File: config.mk
export PLATFORM = sky130hd
export DESIGN_NAME = sw_mux_driver
export DESIGN_NICKNAME = d
export VERILOG_FILES = /design/src/rtl/sw_mux_pkg.sv /design/src/rtl/sw_debounce.sv /design/src/rtl/sw_mux_driver.sv
export SDC_FILE = /design/constraint.sdc
export NUM_CORES = 1
export LEC_CHECK = 0
export BUFFER_PORTS_ARGS = -buffer_cell sky130_fd_sc_hd__buf_2
export CAP_MARGIN = 20
export CORE_AREA = 8 8 89 106
export DETAILED_ROUTE_END_ITERATION = 6
export DIE_AREA = 0 0 97 114
export HOLD_SLACK_MARGIN = 0.03
export PLACE_DENSITY = 0.76
export SLEW_MARGIN = 20
export SYNTH_ARGS = -nofsm -noshare
export SYNTH_HDL_FRONTEND = slang
export SYNTH_SLANG_ARGS = --single-unit
File: constraint.sdc
create_clock -name clk -period 3.6 [get_ports clk]
set_clock_uncertainty 0.15 [all_clocks]
set_input_delay 0.36 -clock clk [delete_from_list [all_inputs] [get_ports clk]]
set_output_delay 0.36 -clock clk [all_outputs]
set_load 0.02 [all_outputs]
File: src/rtl/sw_mux_pkg.sv
// Shared types and constants for the switch/button front end of the 4:1 selector.
package sw_mux_pkg;

    localparam int unsigned SEL_W_DEF = 2;
    localparam int unsigned SCAN_MAX  = (1 << SEL_W_DEF) - 1;

    typedef enum logic [1:0] {
        MANUAL = 2'd0,
        SCAN   = 2'd1,
        HOLD   = 2'd2
    } state_e;

endpackage

File: src/rtl/sw_debounce.sv
// Two-flop synchroniser followed by a per-bit stability counter.
// level is the accepted value; level_d is the value it takes on the next edge.
module sw_debounce #(
    parameter int unsigned W          = 1,
    parameter int unsigned DEB_CYCLES = 16
) (
    input  logic         clk,
    input  logic         rst_n,
    input  logic [W-1:0] raw,
    output logic [W-1:0] level,
    output logic [W-1:0] level_d
);

    localparam int unsigned      CNT_W    = $clog2(DEB_CYCLES);
    localparam logic [CNT_W-1:0] CNT_LAST = CNT_W'(DEB_CYCLES - 1);

    logic [W-1:0]     sync1_q, sync2_q, stable_q, stable_d;
    logic [CNT_W-1:0] cnt_q [W];
    logic [CNT_W-1:0] cnt_d [W];

    always_comb begin
        stable_d = stable_q;
        for (int unsigned i = 0; i < W; i++) begin
            cnt_d[i] = '0;
            // Any return to the accepted level restarts the count.
            if (sync2_q[i] != stable_q[i]) begin
                if (cnt_q[i] == CNT_LAST) begin
                    stable_d[i] = sync2_q[i];
                end else begin
                    cnt_d[i] = cnt_q[i] + CNT_W'(1);
                end
            end
        end
    end

    always_ff @(posedge clk or negedge rst_n) begin
        if (!rst_n) begin
            sync1_q  <= '0;
            sync2_q  <= '0;
            stable_q <= '0;
            cnt_q    <= '{default: '0};
        end else begin
            sync1_q  <= raw;
            sync2_q  <= sync1_q;
            stable_q <= stable_d;
            cnt_q    <= cnt_d;
        end
    end

    assign level   = stable_q;
    assign level_d = stable_d;

endmodule

File: src/rtl/sw_mux_driver.sv
// Board input stage for the 4:1 x 2-bit selector: debounced data/select switches,
// plus a manual/scan/hold mode machine that can step the select automatically.
module sw_mux_driver
    import sw_mux_pkg::*;
#(
    parameter int unsigned DATA_W     = 8,
    parameter int unsigned SEL_W      = SEL_W_DEF,
    parameter int unsigned DEB_CYCLES = 16,
    parameter int unsigned SCAN_DIV   = 1024
) (
    input  logic              clk,
    input  logic              rst_n,
    input  logic [DATA_W-1:0] sw_a,
    input  logic [SEL_W-1:0]  sw_s,
    input  logic              btn_mode,
    input  logic              btn_step,
    output logic [DATA_W-1:0] a,
    output logic [SEL_W-1:0]  s,
    output logic              scan_active,
    output logic              sel_changed
);

    localparam int unsigned      DIV_W    = $clog2(SCAN_DIV);
    localparam logic [DIV_W-1:0] DIV_LAST = DIV_W'(SCAN_DIV - 1);

    logic [DATA_W-1:0] a_lvl_d_unused;
    logic [SEL_W-1:0]  s_lvl_unused, s_lvl_d;
    logic [1:0]        btn_lvl, btn_lvl_d, btn_press;
    logic              mode_press, step_press;

    state_e            state_q, state_d;
    logic [SEL_W-1:0]  s_q, s_d;
    logic [DIV_W-1:0]  div_q, div_d;
    logic              scan_active_q, scan_active_d;
    logic              sel_changed_q, sel_changed_d;

    sw_debounce #(.W(DATA_W), .DEB_CYCLES(DEB_CYCLES)) u_deb_a (
        .clk(clk), .rst_n(rst_n), .raw(sw_a), .level(a), .level_d(a_lvl_d_unused)
    );

    sw_debounce #(.W(SEL_W), .DEB_CYCLES(DEB_CYCLES)) u_deb_s (
        .clk(clk), .rst_n(rst_n), .raw(sw_s), .level(s_lvl_unused), .level_d(s_lvl_d)
    );

    sw_debounce #(.W(2), .DEB_CYCLES(DEB_CYCLES)) u_deb_btn (
        .clk(clk), .rst_n(rst_n), .raw({btn_mode, btn_step}), .level(btn_lvl), .level_d(btn_lvl_d)
    );

    // Press is taken in the cycle the debounced level is about to rise, so the
    // manual select path and the mode machine both act on the same edge.
    assign btn_press  = btn_lvl_d & ~btn_lvl;
    assign mode_press = btn_press[1];
    assign step_press = btn_press[0];

    always_comb begin
        state_d = state_q;
        s_d     = s_q;
        div_d   = '0;
        unique case (state_q)
            MANUAL: begin
                s_d = s_lvl_d;
                if (mode_press) begin
                    state_d = SCAN;
                    s_d     = s_q;
                end
            end
            SCAN: begin
                if (mode_press) begin
                    state_d = MANUAL;
                end else if (step_press) begin
                    state_d = HOLD;
                end else if (div_q == DIV_LAST) begin
                    s_d = s_q + SEL_W'(1);
                end else begin
                    div_d = div_q + DIV_W'(1);
                end
            end
            HOLD: begin
                if (mode_press) begin
                    state_d = MANUAL;
                end else if (step_press) begin
                    s_d = s_q + SEL_W'(1);
                end
            end
            default: state_d = MANUAL;
        endcase
        scan_active_d = (state_d != MANUAL);
        sel_changed_d = (s_d != s_q);
    end

    always_ff @(posedge clk or negedge rst_n) begin
        if (!rst_n) begin
            state_q       <= MANUAL;
            s_q           <= '0;
            div_q         <= '0;
            scan_active_q <= 1'b0;
            sel_changed_q <= 1'b0;
        end else begin
            state_q       <= state_d;
            s_q           <= s_d;
            div_q         <= div_d;
            scan_active_q <= scan_active_d;
            sel_changed_q <= sel_changed_d;
        end
    end

    assign s           = s_q;
    assign scan_active = scan_active_q;
    assign sel_changed = sel_changed_q;

endmodule

==> results.md <==
* Startpoint Class: register
* Buffers on Ports at 25
* Via/cell ratio at 5.44
* Die height at 114 µm
* RePlAce Congestion at 0.859
* Finish-stage setup viols at 0
* Post-DR wirelength/cell at 13.6 µm
* Dpl hpwl at 4.79 mm
* DIE AREA at 11100 µm²
* Hold Crit Class: register to register
* Core Region at 7660 µm²
* Largest net degree at the start of global routing at 46
* Reg power frac at 56.9%
* Commonest cells after routing, fill and taps aside: dfrtp_1, a21oi_1, nor2_1
* Worst endpoint required time at 3.67 ns
* GR Overflow Total at 0
* Slew @ Worst Pin at 0.541 ns
* Fin crit period at 2.15 ns
* PD cells at 449 nW/µm²
* CTS Buf Count at 9
* Die span in x at 97 µm
* Drc violations at 0
* Initial Util at 53.9%
* Vias at 2693
* Htree depth at 3
* Comb pwr share at 5.7%
* Hold buffers post-CTS at 13
* Initial antenna violation count at 0
* Final #Nets at 425
* CP Capture Type: register
* Leak pwr at 0.00215 µW
* Hold WS at 0.203 ns
* Synthesized area at 4130 µm²
* CTS tree: built
* Tot Pwr at 2120 µW
* Synth Register Bits at 100
* Yosys cell types at 38
* # fillers at 596
* Synth-to-layout area growth at 14.6%
* Status: complete, no violations
* Syn nets at 377
* N_diodes at 0
* Commonest non-fill, non-tap cell in the layout: dfrtp_1
* Net Sw Power at 465 µW
* FMAX at 0.466 GHz
* Delay-heaviest family, CP: compound AO/OA/AOI/OAI gates
* Share of cells above drive strength 1 at 13.9%
* I/O Pins at 26
* Seq/Total Area, Yosys at 60.6%
* Skew-Pair Late Insertion Delay at 0.35 ns
* Clk buf depth at 2
* Buf/Inv on CP at 0
* Max-cap viol count at 0
* Placed instance area at 4370 µm²
* DR iter-0 viols at 109
* Final TNS setup at 0 ns
* RSZ-0062 raised after global routing: no
* Fin crit share at 59.6%
* Drt total wl at 6.74 mm
* CP max stage cell: dfrtp_1
* Syn Area/Cell at 11.8 µm²
* Slew HR at 63.9%
* Post-cts repair resize count at 0
* Setup Buffers After CTS at 0
* Arrival time at the worst endpoint at 2.22 ns
* Max-slew violations at 0
* DR pass1 iterations at 4
* Final count of hold timing violations at 0
* Routed Antenna Nets at 0
* CP max FO at 7
* Tot GR Track Use at 13.1%
* Root Buffer: clkbuf_8
* Number of cell rows at 35
* Critical-path cell list: ha_1 > and3_4 > a22oi_2 > a31oi_1 > a41oi_1 > a221o_1 > nand4_1
* Gate Count Post-Synth at 350
* Fraction of power spent switching nets at 21.9%
* Clock network fraction of total power at 37.4%
* Global-route wire length before repair at 12.1 mm
* Setup CP Type: register to register
* CTS clock-pin slew for the worst setup and hold paths at 0.09 ns
* YS warnings at 0
* Post-route cell area at 4730 µm²
* Slowest cell delay on critical path at 0.42 ns
* Internal Power at 1660 µW
* Sink Count at 100
* Worst vdd ir at 0.000307 V
* Vias in the first global route at 2737
[registers in the layout, indices dropped and copies added, names as in the netlist]
signal             cells
u_deb_btn.cnt_q        8
u_deb_a.sync1_q        8
u_deb_s.cnt_q          8
u_deb_a.level          8
s                      2
state_q                2
div_q                 10
u_deb_btn.sync1_q      2
scan_active            1
sel_changed            1
u_deb_btn.sync2_q      2
u_deb_s.sync2_q        2
u_deb_a.cnt_q         32
u_deb_s.sync1_q        2
u_deb_a.sync2_q        8
u_deb_s.level          2
u_deb_btn.level        2
[path summary, 6_finish.rpt]
path                                                startpoint                             end  slack, ns  depth (start not counted)
worst max-delay path              u_deb_btn.cnt_q[4]$_DFF_PN0_           sel_changed$_DFF_PN0_       1.45                          7
worst min-delay path            u_deb_btn.sync1_q[0]$_DFF_PN0_  u_deb_btn.sync2_q[0]$_DFF_PN0_       0.20                          0
worst max register to register    u_deb_btn.cnt_q[4]$_DFF_PN0_           sel_changed$_DFF_PN0_       1.45                          7
worst min register to register  u_deb_btn.sync1_q[0]$_DFF_PN0_  u_deb_btn.sync2_q[0]$_DFF_PN0_       0.20                          0
max in group asynchronous                                rst_n              div_q[3]$_DFF_PN0_       2.13                          3
min in group asynchronous                                rst_n     u_deb_a.cnt_q[30]$_DFF_PN0_       0.38                          2
[kinds of logic (layout without fill, tap and decap cells)]
logic type | Yosys count | after routing | share of synthesized area (%)
buf+inv | 21 | 74 | 2.06
flops | 100 | 100 | 60.6
simple gates | 118 | 118 | 16.2
fa+ha+maj | 13 | 13 | 3.94
mux | 10 | 10 | 2.67
compound gates | 58 | 58 | 8.15
xor+xnor | 30 | 30 | 6.36
[routing by layer]
layer	part of all wire (%)	wire length (µm)	vias up	GRT usage, %
li1	-	-	1309	-
met1	44	2980	1345	15.1
met2	51	3460	30	22.8
met3	3.2	217	9	3.51
met4	1.3	91	0	4.73
met5	0	0	-	0
[power by group through the flow]
stage / Combinational [µW] / Clock (µW) / Sequential (µW)
2_1_floorplan: 67.7 / 0 / 1220
3_3_place_gp: 107 / 0 / 1230
3_5_place_dp: 111 / 0 / 1230
4_1_cts: 124 / 823 / 1210
5_1_grt: 141 / 869 / 1220
6_report: 120 / 795 / 1210
[final cells by class]
type                       count  area (µm²)  share of cell area [%]
timing repair buffer          40         273                    5.76
inverter                      18        67.6                    1.43
multi-input combinational    229        1540                    32.6
sequential                   100        2500                    52.9
clock inverter                 5        82.6                    1.74
tap                           92         115                    2.43
clock buffer                  11         151                    3.20
[cell usage after synthesis, drive strengths merged]
master  number  share of area [%]
dfrtp      100                 61
nand2b       3               0.45
a21oi       31                3.8
mux2         8                2.2
ha          13                3.9
nor3b       10                1.8
inv         18                1.6
a221o        2               0.48
o32ai        1               0.21
nor2        29                2.6
a221oi       1               0.36
o21ai       16                1.9
nand3b       1               0.18
and2b        1               0.18
o221ai       1               0.21
and2         2               0.30
a41oi        1               0.21
mux2i        2               0.48
or2          1               0.15
a311oi       1               0.21
nand3       17                2.1
nor2b       15                2.3
nand4        4               0.61
xnor2       26                5.5
nand4b      12                2.5
buf          3               0.42
and3         5                1.0
o22ai        1               0.15
nand2       12                1.1
a31oi        2               0.30
a22oi        1               0.30
or3          2               0.30
xor2         4               0.85
nor3         4               0.61
[per-stage QoR]
stage | util [%] | worst slack (ns) | instances
after floorplan | - | 1.67 | 350
after global placement | 57.0 | 1.57 | 466
after detailed placement | 57.0 | 1.50 | 466
after CTS | 61.8 | 1.48 | 495
after global routing | 61.8 | 1.26 | 495
final | 61.8 | 1.45 | 495
No activity file was read; power rests on OpenSTA's default activity.
